==> src/rtl/serial_chunk_adder.sv <==
// Multi-cycle wide adder: adds one CHUNK-bit slice per clock, LSB slice first,
// rippling the slice carry through a register between cycles.
module serial_chunk_adder #(
    parameter int unsigned WIDTH = 32,
    parameter int unsigned CHUNK = 4
) (
    input  logic             clk,
    input  logic             rst,
    input  logic             in_valid,
    output logic             in_ready,
    input  logic [WIDTH-1:0] a,
    input  logic [WIDTH-1:0] b,
    input  logic             cin,
    output logic             out_valid,
    input  logic             out_ready,
    output logic [WIDTH-1:0] sum,
    output logic             cout,
    output logic             busy
);

    localparam int unsigned NCHUNK = WIDTH / CHUNK;
    localparam int unsigned IDXW   = (NCHUNK > 1) ? $clog2(NCHUNK) : 1;
    localparam logic [IDXW-1:0] LAST_IDX = IDXW'(NCHUNK - 1);

    typedef enum logic [1:0] {StIdle, StRun, StDone} state_e;

    state_e           state_q;
    logic [IDXW-1:0]  idx_q;
    logic             carry_q;
    logic [WIDTH-1:0] a_q;
    logic [WIDTH-1:0] b_q;
    logic [WIDTH-1:0] sum_q;
    logic             cout_q;
    logic             in_ready_q;
    logic             out_valid_q;
    logic             busy_q;

    logic [CHUNK-1:0] op_a;
    logic [CHUNK-1:0] op_b;
    logic [CHUNK-1:0] raw_sum;
    logic             raw_c;
    logic [CHUNK-1:0] chunk_sum;
    logic             chunk_c;

    // Chunk adder, carry-increment form: add with carry-in 0, then increment
    // the partial sum when the registered carry is set.
    always_comb begin
        op_a = a_q[idx_q*CHUNK +: CHUNK];
        op_b = b_q[idx_q*CHUNK +: CHUNK];
        {raw_c, raw_sum} = {1'b0, op_a} + {1'b0, op_b};
        chunk_sum = raw_sum + CHUNK'(carry_q);
        // An increment can only carry out when the partial sum is all ones.
        chunk_c = raw_c | (carry_q & (&raw_sum));
    end

    // Control FSM with registered handshake outputs and the slice datapath.
    always_ff @(posedge clk) begin
        if (rst) begin
            state_q     <= StIdle;
            idx_q       <= '0;
            carry_q     <= 1'b0;
            sum_q       <= '0;
            cout_q      <= 1'b0;
            in_ready_q  <= 1'b1;
            out_valid_q <= 1'b0;
            busy_q      <= 1'b0;
        end else begin
            unique case (state_q)
                StIdle: begin
                    if (in_valid) begin
                        a_q        <= a;
                        b_q        <= b;
                        carry_q    <= cin;
                        idx_q      <= '0;
                        state_q    <= StRun;
                        in_ready_q <= 1'b0;
                        busy_q     <= 1'b1;
                    end
                end
                StRun: begin
                    sum_q[idx_q*CHUNK +: CHUNK] <= chunk_sum;
                    carry_q <= chunk_c;
                    if (idx_q == LAST_IDX) begin
                        cout_q      <= chunk_c;
                        state_q     <= StDone;
                        out_valid_q <= 1'b1;
                    end else begin
                        idx_q <= idx_q + 1'b1;
                    end
                end
                StDone: begin
                    if (out_ready) begin
                        state_q     <= StIdle;
                        out_valid_q <= 1'b0;
                        busy_q      <= 1'b0;
                        in_ready_q  <= 1'b1;
                    end
                end
                default: begin
                    state_q     <= StIdle;
                    in_ready_q  <= 1'b1;
                    out_valid_q <= 1'b0;
                    busy_q      <= 1'b0;
                end
            endcase
        end
    end

    // Outputs come straight from registers; no path from a/b to sum.
    always_comb begin
        in_ready  = in_ready_q;
        out_valid = out_valid_q;
        sum       = sum_q;
        cout      = cout_q;
        busy      = busy_q;
    end

endmodule

==> config.mk <==
export PLATFORM = sky130hd
export DESIGN_NAME = serial_chunk_adder
export DESIGN_NICKNAME = d
export VERILOG_FILES = /design/src/rtl/serial_chunk_adder.sv
export SDC_FILE = /design/constraint.sdc
export NUM_CORES = 1
export LEC_CHECK = 0
export BUFFER_PORTS_ARGS = -buffer_cell sky130_fd_sc_hd__buf_2
export CORE_UTILIZATION = 50
export DETAILED_ROUTE_END_ITERATION = 12
export PLACE_DENSITY = 0.76
export SLEW_MARGIN = 20
export SYNTH_ARGS = -nofsm -noshare
export SYNTH_HDL_FRONTEND = slang
export SYNTH_SLANG_ARGS = --single-unit
==> constraint.sdc <==
create_clock -name clk -period 15.9 [get_ports clk]
set_input_delay 1.59 -clock clk [delete_from_list [all_inputs] [get_ports clk]]
set_output_delay 1.59 -clock clk [all_outputs]
set_load 0.005 [all_outputs]
# Word-level counts from Yosys, hierarchy flattened
# Index checks and enable logic that the tools add are counted.
# totals
regBits	106
word_cells	58
# op_classes
addsub	4
n_eq_ne	7
shifts	4
muxes	18
bitwise_logic	5
reduce_logical	10
# op_table
operator	n
indexed part select 32 x 6 -> 4 bit	2
negation 5 -> 34 bit	1
variable shift 4 x 34 -> 32 bit (first input constant)	1
indexed part select 4 x 34 -> 32 bit	1
bitwise mux 32 bit	1
AND reduction 3 bit	5
one-hot mux 1 bit (3 select lines)	3
!= test 2 bit (second input constant)	4
2-to-1 mux 1 bit	6
2-to-1 mux 2 bit	3
2-to-1 mux 3 bit	2
one-hot mux 2 bit (3 select lines)	1
one-hot mux 3 bit (2 select lines)	1
adder 4 x 4 -> 5 bit	1
adder 4 x 1 -> 4 bit	1
AND reduction 2 bit	2
AND reduction 4 bit	1
adder 3 x 1 -> 3 bit (second input constant)	1
equality test 3 bit (second input constant)	1
NOT 1 bit	3
equality test 2 x 1 -> 1 bit (second input constant)	1
equality test 2 bit (second input constant)	1
logical NOT 2 bit	1
one-hot mux 1 bit (2 select lines)	1
other kinds (3)	3

# Depth between registers and ports, before layout
# Gate-level depths: netlist of the first run.
# logic_depth
word_depth	6
mapped_depth	12
mapped_depth_nobuf	10

# Worst setup path after synthesis of the first run
# No wires, ideal clock.
# synth_timing
path_kind	input port to flip-flop
start	input port rst
end	register a_q[0] (enable)
setup_ps	565
arrival_ps	6196
setup_slack_ps	9139
stages	2
path_buffers	1
cell_sequence	clkbuf_1 > nor3_1
# synth_via
elab_chain_cells	2
# synth_lines
element	line	source
start, declared	8	input logic rst,
NOT 1 bit (no source line)	-	
AND reduction 3 bit (no source line)	-	
end signal, assigned	71	a_q <= a;
end, declared	30	logic [WIDTH-1:0] a_q;
# Every way passes these cells.
# A chain may end at the register's enable or synchronous reset.

# Worst setup path in the final report of the first run
# layout_timing
start	register idx_q[0]
end	register sum_q[7], in the netlist sum[7]
# layout_via
elab_chain_cells	5
word_cells_on_any_way	8
# layout_lines
element	line	source
start, declared	28	logic [IDXW-1:0] idx_q;
start signal, assigned	88	idx_q <= idx_q + 1'b1;
indexed part select 32 x 6 -> 4 bit (on tied branches)	48, 49	
adder 4 x 4 -> 5 bit	50	{raw_c, raw_sum} = {1'b0, op_a} + {1'b0, op_b};
adder 4 x 1 -> 4 bit	51	chunk_sum = raw_sum + CHUNK'(carry_q);
indexed part select 4 x 34 -> 32 bit	81	sum_q[idx_q*CHUNK +: CHUNK] <= chunk_sum;
bitwise mux 32 bit (*)	81	
end signal, assigned by index	81	
end, declared	32	logic [WIDTH-1:0] sum_q;
# Mark *: on every way between the ends. The rest lies on a longest branch, timed or not.

==> results.sh, run 1 <==
export IMPL_status="complete, but fails checks"
export IMPL_failed_checks="DRC"
export IMPL_initial_core_util_pct=51.5
export IMPL_cts_buffer_depth=2
export IMPL_finalSetupViolCount=0
export IMPL_postCtsSetupBuffers=0
export IMPL_p_sw_mw=0.131
export IMPL_diodes=0
export IMPL_root_buffer="clkbuf_8"
export IMPL_finalHoldViolations=0
export IMPL_syn2layout_area_growth_pct=17.4
export IMPL_rows=34
export IMPL_ctsResizeCount=0
export IMPL_end_kind="flop"
export IMPL_ios=105
export IMPL_arrival_ns=3.86
export IMPL_synth_cell_type_count=46
export IMPL_syn_instance_count=327
export IMPL_routed_via_density=5.37
export IMPL_clock_latency_ns=0.36
export IMPL_path_max_fanout=22
export IMPL_wire_per_inst_um=15.5
export IMPL_core_area_mm2=0.00868
export IMPL_p_int_mw=0.390
export IMPL_clkTransAtPathRegs_ns=0.10
export IMPL_maxCapViolations=0
export IMPL_grt_max_degree=65
export IMPL_synth_top_area_cell="edfxtp_1"
export IMPL_wirelength_um=8390
export IMPL_synth_top_area_share_pct=43.0
export IMPL_hold_start="sum[16]"
export IMPL_start_kind="flop"
export IMPL_syn_area_mm2=0.00447
export IMPL_avgSynthCellArea_um2=13.7
export IMPL_dp_hpwl_um=6100
export IMPL_grt_pass1_wl_um=13200
export IMPL_min_period_over_period_pct=22.5
export IMPL_max_clock_freq_mhz=279
export IMPL_drc=1
export IMPL_cts_tree="done"
export IMPL_synth_edff_count=64
export IMPL_fin_tns_setup_ns=0
export IMPL_cts_sinks=106
export IMPL_rsz0062_at_grt="no"
export IMPL_tightest_slew_ns=0.804
export IMPL_worstSetupStartpoint="idx_q[0]"
export IMPL_drt_initial_drc_count=159
export IMPL_async_flop_share_pct=0
export IMPL_ys_flop_type="edfxtp_1"
export IMPL_synth_area_leaders="edfxtp_1 (43%), dfxtp_1 (19%), mux4_2 (8.1%), mux2i_1 (4.9%), ha_1 (3.6%)"
export IMPL_antenna_found_initial=0
export IMPL_cellPowerDensity_mw_per_mm2=99.1
export IMPL_vias=2918
export IMPL_holdWs_ns=0.486
export IMPL_synth_seq_cells=106
export IMPL_cts_max_level=3
export IMPL_final_nets=513
export IMPL_pwr_share_seq_pct=58.8
export IMPL_synthesis_nets=410
export IMPL_die_height_um=96.5
export IMPL_numCtsBuffers=9
export IMPL_yosys_warnings=0
export IMPL_overflow=0
export IMPL_ys_seq_area_share_pct=61.8
export IMPL_synth_common_cells="edfxtp_1 (64), dfxtp_1 (42), nor2_1 (38)"
export IMPL_clkPwrFrac_pct=29.3
export IMPL_p_leak_nw=2.23
export IMPL_seq_area_mm2=0.00276
export IMPL_r2r_start="idx_q[0]"
export IMPL_cts_hold_fix_buffers=0
export IMPL_dieArea_mm2=0.00932
export IMPL_nFillCells=728
export IMPL_synth_most_common_cell="edfxtp_1"
export IMPL_drive_gt1_share_pct=33.8
export IMPL_multi_input_area_mm2=0.00160
export IMPL_min_period_ns=3.58
export IMPL_ant_nets=0
export IMPL_fin_skew_ns=0.0109
export IMPL_hp_class="flop to flop"
export IMPL_timing_critical_path_required_ns=16.18
export IMPL_finalMaxSlewViolations=0
export IMPL_fp_dieW_um=96.5
export IMPL_port_buffer_count=104
export IMPL_first_pass_iters=8
export IMPL_vdd_ir_drop_max_v=0.0000628
export IMPL_switching_share_pct=25.1
export IMPL_gp_congestion=0.801
export IMPL_critPathKind="flop to flop"
export IMPL_grt_pass1_vias=2807
export IMPL_grt_use_total_pct=19.7
export IMPL_power_frac_comb_pct=11.9
export IMPL_maxSlewHeadroom_pct=46.4
==> power by group through the flow <==
stage	Clock (mW)	Sequential [mW]	Combinational [mW]
2_1_floorplan	0	0.312	0.0427
3_3_place_gp	0	0.312	0.0601
3_5_place_dp	0	0.312	0.0618
4_1_cts	0.156	0.306	0.0621
5_1_grt	0.168	0.307	0.0681
6_report	0.152	0.306	0.0621
==> area by class of cell <==
| type | count | share of cell area (%) |
|---|---|---|
| clock buffer | 9 | 2.36 |
| inverter | 7 | 0.501 |
| timing repair buffer | 107 | 10.3 |
| multi-input combinational | 199 | 30.5 |
| clock inverter | 7 | 1.12 |
| sequential | 106 | 52.6 |
| tap | 108 | 2.57 |
==> flip-flops by register name, summed over array words and instances (netlist names) <==
signal	cells
idx_q	3
sum	32
carry_q	1
busy	1
state_q	2
out_valid	1
b_q	32
cout	1
a_q	32
in_ready	1
==> routing by layer <==
| metal | share of wire, % | up-vias | track usage, % |
|---|---|---|---|
| met5 | 0 | - | 0 |
| met2 | 48 | 101 | 31.5 |
| met4 | 2.5 | 0 | 9.80 |
| li1 | - | 1409 | - |
| met1 | 43 | 1390 | 25.4 |
| met3 | 6.2 | 18 | 4.23 |
==> path summary, 6_finish.rpt <==
path | end | slack, ns | cells after the start
max | sum[7] | 12.32 | 10
min | sum[16] | 0.49 | 2
max reg2reg | sum[7] | 12.32 | 10
min reg2reg | sum[16] | 0.49 | 2
==> kinds of logic after synthesis <==
family / after synthesis / synth area share (%)
buffers and inverters: 22 / 2.52
XOR/XNOR: 4 / 1.40
adder cells (fa/ha/maj): 14 / 4.09
multiplexers: 38 / 13.0
flip-flops: 106 / 61.8
AO/OA/AOI/OAI: 31 / 4.48
AND/OR/NAND/NOR: 112 / 12.7
==> stage by stage <==
step / utilization, % / cell area, µm² / worst slack, ns / std cells / total power, mW
2_1_floorplan: - / 4470 / 9.14 / 327 / 0.354
3_3_place_gp: 58.4 / 5070 / 12.43 / 527 / 0.372
3_5_place_dp: 58.4 / 5070 / 12.31 / 527 / 0.374
4_1_cts: 60.5 / 5250 / 12.29 / 543 / 0.525
5_1_grt: 60.5 / 5250 / 12.00 / 543 / 0.543
6_report: 60.5 / 5250 / 12.32 / 543 / 0.520
==> worst max-delay path: stages, from the launching register on <==
cell      delay [ns]
dfxtp_1         0.65
buf_4           0.40
mux4_2          0.54
nand2_1         0.08
nand2_1         0.07
ha_1            0.22
fa_1            0.43
xnor2_1         0.31
nand3b_1        0.18
xnor3_1         0.36
o31ai_1         0.27
==> cells in the final DEF, fill, tap and decap left out, types with 3 or more instances in the layout <==
| cell | netlist | layout |
|---|---|---|
| nand3b_1 | 10 | 10 |
| ha_1 | 13 | 13 |
| inv_6 | 0 | 3 |
| nand2_1 | 30 | 30 |
| nand2b_1 | 3 | 3 |
| buf_4 | 1 | 3 |
| dfxtp_1 | 42 | 42 |
| o31ai_1 | 6 | 6 |
| inv_1 | 6 | 6 |
| buf_2 | 3 | 104 |
| mux4_2 | 16 | 16 |
| a21oi_1 | 14 | 14 |
| or3_1 | 3 | 3 |
| nand3_1 | 5 | 5 |
| clkbuf_8 | 0 | 9 |
| mux2i_1 | 22 | 22 |
| nor2_1 | 38 | 38 |
| edfxtp_1 | 64 | 64 |
| nand4_1 | 4 | 4 |
(Power assumes the default switching activity.)
==> run 2: changes to the inputs <==
- CORE_UTILIZATION: 50 -> 48
- clock period: 15.9 -> 3.17 ns (I/O delays scaled with it)
==> run 2 against run 1 <==
  * The run now ends clean
  * Fmax is 19% higher
  * Total power grew to 5.3 times the previous value
  * Critical path depth is 1 lower
  * Highest routed layer unchanged
  * Design area increased by 2.2%
  * First-iteration DRC count is 45% higher
  * Die area increased by 4.1%
  * Clock skew is 0.0024 ns higher
  * Final cell count is 1.7% higher
==> results.sh, run 2 (synthesized netlist as in run 1, its figures left out) <==
export IMPL_status="finished, final reports clean"
export IMPL_cts_buffer_depth=2
export IMPL_vdd_ir_drop_max_v=0.000300
export IMPL_nFillCells=687
export IMPL_start_kind="flop"
export IMPL_first_pass_iters=6
export IMPL_initial_core_util_pct=50.5
export IMPL_critPathSlowestCell="fa_1"
export IMPL_p_leak_nw=2.30
export IMPL_path_cells="buf_4 > mux4_2 > nand2_1 > nand2_1 > fa_1 > ha_1 > inv_1 > or4_1 > a21oi_1"
export IMPL_dpl_cell_area_mm2=0.00513
export IMPL_final_common_cell="buf_2"
export IMPL_fin_tns_setup_ns=0
export IMPL_numCtsBuffers=9
export IMPL_ios=105
export IMPL_diodes=0
export IMPL_finalSetupViolCount=0
export IMPL_clkTransAtPathRegs_ns=0.12
export IMPL_max_clock_freq_mhz=333
export IMPL_cts_max_level=3
export IMPL_grt_use_total_pct=20.0
export IMPL_routed_via_density=5.46
export IMPL_tightest_slew_ns=0.791
export IMPL_final_cell_mix="buf_2 (104), edfxtp_1 (64), dfxtp_1 (41)"
export IMPL_cts_tree="done"
export IMPL_dp_hpwl_um=6680
export IMPL_cpMostUsedCell="nand2_1"
export IMPL_core_area_mm2=0.00885
export IMPL_wirelength_um=9050
export IMPL_fin_skew_ns=0.0133
export IMPL_maxSlewHeadroom_pct=47.2
export IMPL_multi_input_area_mm2=0.00161
export IMPL_dieArea_mm2=0.00970
export IMPL_port_buffer_count=104
export IMPL_cp_num_buf_inv=2
export IMPL_vias=3014
export IMPL_grt_max_degree=65
export IMPL_arrival_ns=3.31
export IMPL_finalHoldViolations=0
export IMPL_drt_initial_drc_count=230
export IMPL_cellPowerDensity_mw_per_mm2=511
export IMPL_rows=34
export IMPL_gp_congestion=0.783
export IMPL_path_max_fanout=8
export IMPL_cp_top_family="adder cells"
export IMPL_ant_nets=0
export IMPL_grt_pass1_wl_um=14800
export IMPL_hp_class="input port to flop"
export IMPL_die_height_um=98.5
export IMPL_design_area_mm2=0.00536
export IMPL_clock_latency_ns=0.38
export IMPL_finalMaxSlewViolations=0
export IMPL_cp_depth=9
export IMPL_timing_critical_path_required_ns=3.48
export IMPL_grt_pass1_vias=3108
export IMPL_cts_hold_fix_buffers=0
export IMPL_slowest_delay_ns=0.54
export IMPL_min_period_over_period_pct=94.6
export IMPL_root_buffer="clkbuf_8"
export IMPL_reg2reg_depth=9
export IMPL_syn2layout_area_growth_pct=20.0
export IMPL_seq_area_mm2=0.00277
export IMPL_rsz0062_at_grt="no"
export IMPL_holdWs_ns=0.0969
export IMPL_wire_per_inst_um=16.4
export IMPL_drc=0
export IMPL_cts_sinks=106
export IMPL_antenna_found_initial=0
export IMPL_min_path_cells=1
export IMPL_fp_dieW_um=98.5
export IMPL_drive_gt1_share_pct=35.6
export IMPL_maxCapViolations=0
export IMPL_final_nets=522
export IMPL_min_period_ns=3.00
export IMPL_critPathKind="flop to flop"
export IMPL_end_kind="flop"
export IMPL_overflow=0
==> run 2: report_power, final <==
part	internal, mW	switching, mW
Combinational	0.154	0.178
Clock	0.331	0.542
Sequential	1.51	0.0212
Total	2.00	0.741
==> run 2: final timing paths <==
path | startpoint | endpoint | slack, ns
max | idx_q[0] | sum[17] | 0.17
min | a[28] | a_q[28] | 0.1
max reg2reg | idx_q[0] | sum[17] | 0.17
min reg2reg | sum[16] | sum[16] | 0.47
==> run 2: final cells by class <==
class	count	area share, %
Clock buffer	9	2.31
Sequential cell	106	51.6
Inverter	7	0.490
Timing Repair Buffer	116	11.4
Multi-Input combinational cell	199	30.0
Clock inverter	7	1.75
Tap cell	108	2.52
==> run 2: routing by layer <==
layer,vias up,part of all wire [%],track usage (%)
met2,99,50,34.2
met5,-,0,0
met3,16,5.3,4.26
li1,1431,-,-
met1,1468,42,25.5
met4,0,1.9,7.00
==> run 2: repair_timing <==
action	in CTS	in global routing
setup buffers	0	2
resized for setup	0	2
endpoints found under the setup margin	0	14
==> run 2: through the flow <==
step | utilization [%] | worst slack (ns) | std cells | total power [mW]
after floorplan | - | 0.0901 | 327 | 1.77
after global placement | 57.9 | 0.147 | 534 | 1.88
after detailed placement | 57.9 | 0.0275 | 534 | 1.89
after CTS | 60.4 | 0.0153 | 550 | 2.75
after global routing | 60.6 | 0.0302 | 552 | 2.85
final | 60.6 | 0.170 | 552 | 2.74
==> run 2: worst register-to-register path: stages, from the launching register on <==
cell and delay, ns:
dfxtp_4 0.43, buf_4 0.19, mux4_2 0.50, nand2_1 0.09, nand2_1 0.10, fa_1 0.54
ha_1 0.35, inv_1 0.08, or4_1 0.49, a21oi_1 0.17
==> run 3: changes to the inputs <==
- CORE_ASPECT_RATIO: not set -> 1.5
- SLEW_MARGIN: 20 -> not set
==> run 3 against run 2 <==
  * Wire length down 6.8%
  * Critical path depth up 1
  * Count of clock-buffer cells in the layout up 1
  * Via count down 3.5%
  * Critical endpoint unchanged
  * Highest routed layer unchanged
==> results.sh, run 3 (synthesized netlist as in run 1, its figures left out) <==
export IMPL_cp_num_buf_inv=2
export IMPL_core_area_mm2=0.00893
export IMPL_clock_latency_ns=0.34
export IMPL_cts_sinks=106
export IMPL_cp_top_family="adder cells"
export IMPL_finalWorstSetupSlack_ns=0.151
export IMPL_final_nets=516
export IMPL_drc=0
export IMPL_wirelength_um=8430
export IMPL_hp_class="input port to flop"
export IMPL_min_period_over_period_pct=95.2
export IMPL_drt_initial_drc_count=107
export IMPL_met2_usage_pct=32.6
export IMPL_grt_pass1_vias=2827
export IMPL_fin_total_pwr_mw=2.86
export IMPL_rsz0062_at_grt="yes"
export IMPL_die_height_um=120
export IMPL_drive_gt1_share_pct=34.2
export IMPL_finalHoldViolations=0
export IMPL_wire_per_inst_um=15.4
export IMPL_rows=42
export IMPL_gr_usage_met3_pct=3.62
export IMPL_start_kind="flop"
export IMPL_maxCapViolations=0
export IMPL_grt_pass1_wl_um=13100
export IMPL_fin_tns_setup_ns=0
export IMPL_tightest_slew_ns=0.804
export IMPL_top_usage_layer="met2"
export IMPL_path_cells="buf_12 > mux4_2 > nand2_1 > nand2_1 > ha_1 > fa_1 > ha_1 > inv_1 > or4_1 > a21oi_1"
export IMPL_final_cell_mix="buf_2 (104), edfxtp_1 (64), dfxtp_1 (42)"
export IMPL_design_area_mm2=0.00540
export IMPL_fin_skew_ns=0.00740
export IMPL_critPathSlowestCell="mux4_2"
export IMPL_port_buffer_count=104
export IMPL_postCtsSetupBuffers=0
export IMPL_min_period_ns=3.02
export IMPL_critPathKind="flop to flop"
export IMPL_antenna_found_initial=0
export IMPL_arrival_ns=3.29
export IMPL_initial_core_util_pct=50.0
export IMPL_maxSlewHeadroom_pct=46.4
export IMPL_root_buffer="clkbuf_16"
export IMPL_status="finished, final reports clean"
export IMPL_max_clock_freq_mhz=331
export IMPL_nFillCells=731
export IMPL_final_common_cell="buf_2"
export IMPL_first_pass_iters=4
export IMPL_dieArea_mm2=0.00971
export IMPL_grt_use_total_pct=18.5
export IMPL_end_kind="flop"
export IMPL_overflow=0
export IMPL_cts_max_level=3
export IMPL_cellPowerDensity_mw_per_mm2=529
export IMPL_grt_util_met1_pct=20.1
export IMPL_cts_tree="done"
export IMPL_finalMaxSlewViolations=0
export IMPL_timing_critical_path_required_ns=3.44
export IMPL_numCtsBuffers=9
export IMPL_dpl_cell_area_mm2=0.00512
export IMPL_pre_cts_ws_ns=0.163
export IMPL_diodes=0
export IMPL_p_leak_nw=2.30
export IMPL_gp_congestion=0.876
export IMPL_routed_via_density=5.31
export IMPL_clkTransAtPathRegs_ns=0.07
export IMPL_fp_dieW_um=80.8
export IMPL_grt_max_degree=65
export IMPL_path_max_fanout=12
export IMPL_dp_hpwl_um=6370
export IMPL_cts_buffer_depth=2
export IMPL_finalSetupViolCount=0
export IMPL_syn2layout_area_growth_pct=20.9
export IMPL_ant_nets=0
export IMPL_slowest_delay_ns=0.50
export IMPL_ios=105
export IMPL_utilization_pct=60.5
export IMPL_vdd_ir_drop_max_v=0.000682
export IMPL_vias=2908
run 3: cell type report:
type | instances | area, µm² | area share (%)
clock inverter | 6 | 42.5 | 0.788
clock buffer | 10 | 229 | 4.24
multi-input combinational | 199 | 1610 | 29.9
sequential | 106 | 2760 | 51.1
inverter | 7 | 26.3 | 0.486
tap | 110 | 138 | 2.55
timing repair buffer | 110 | 591 | 10.9
run 3: repair_timing:
action                                 4_1_cts  5_1_grt
hold buffers                                 0        0
endpoints found under the hold margin        0        0
gates resized for setup                      0        1
setup endpoints to repair                    0        7
run 3: stage by stage:
stage          hold slack [ns]  cells
2_1_floorplan            0.416    327
3_3_place_gp             0.446    532
3_5_place_dp             0.452    532
4_1_cts                  0.136    548
5_1_grt                  0.130    548
6_report                 0.145    548
run 3: power by group:
group	total, mW	switching [mW]	internal (mW)
Combinational	0.321	0.170	0.150
Sequential	1.53	0.0211	1.51
Clock	1.00	0.469	0.534
Total	2.86	0.660	2.20
run 3: path summary, 6_finish.rpt:
kind	from	slack [ns]	cells after the start	end
worst min register to register	sum[16]	0.47	2	sum[16]
worst max register to register	idx_q[0]	0.15	10	sum[17]
worst max-delay path	idx_q[0]	0.15	10	sum[17]
worst min-delay path	a[15]	0.14	1	a_q[15]
run 3: layer usage:
layer	wire, µm	up-vias
met4	300	0
li1	-	1421
met3	361	21
met2	4460	107
met1	3310	1359
met5	0	-
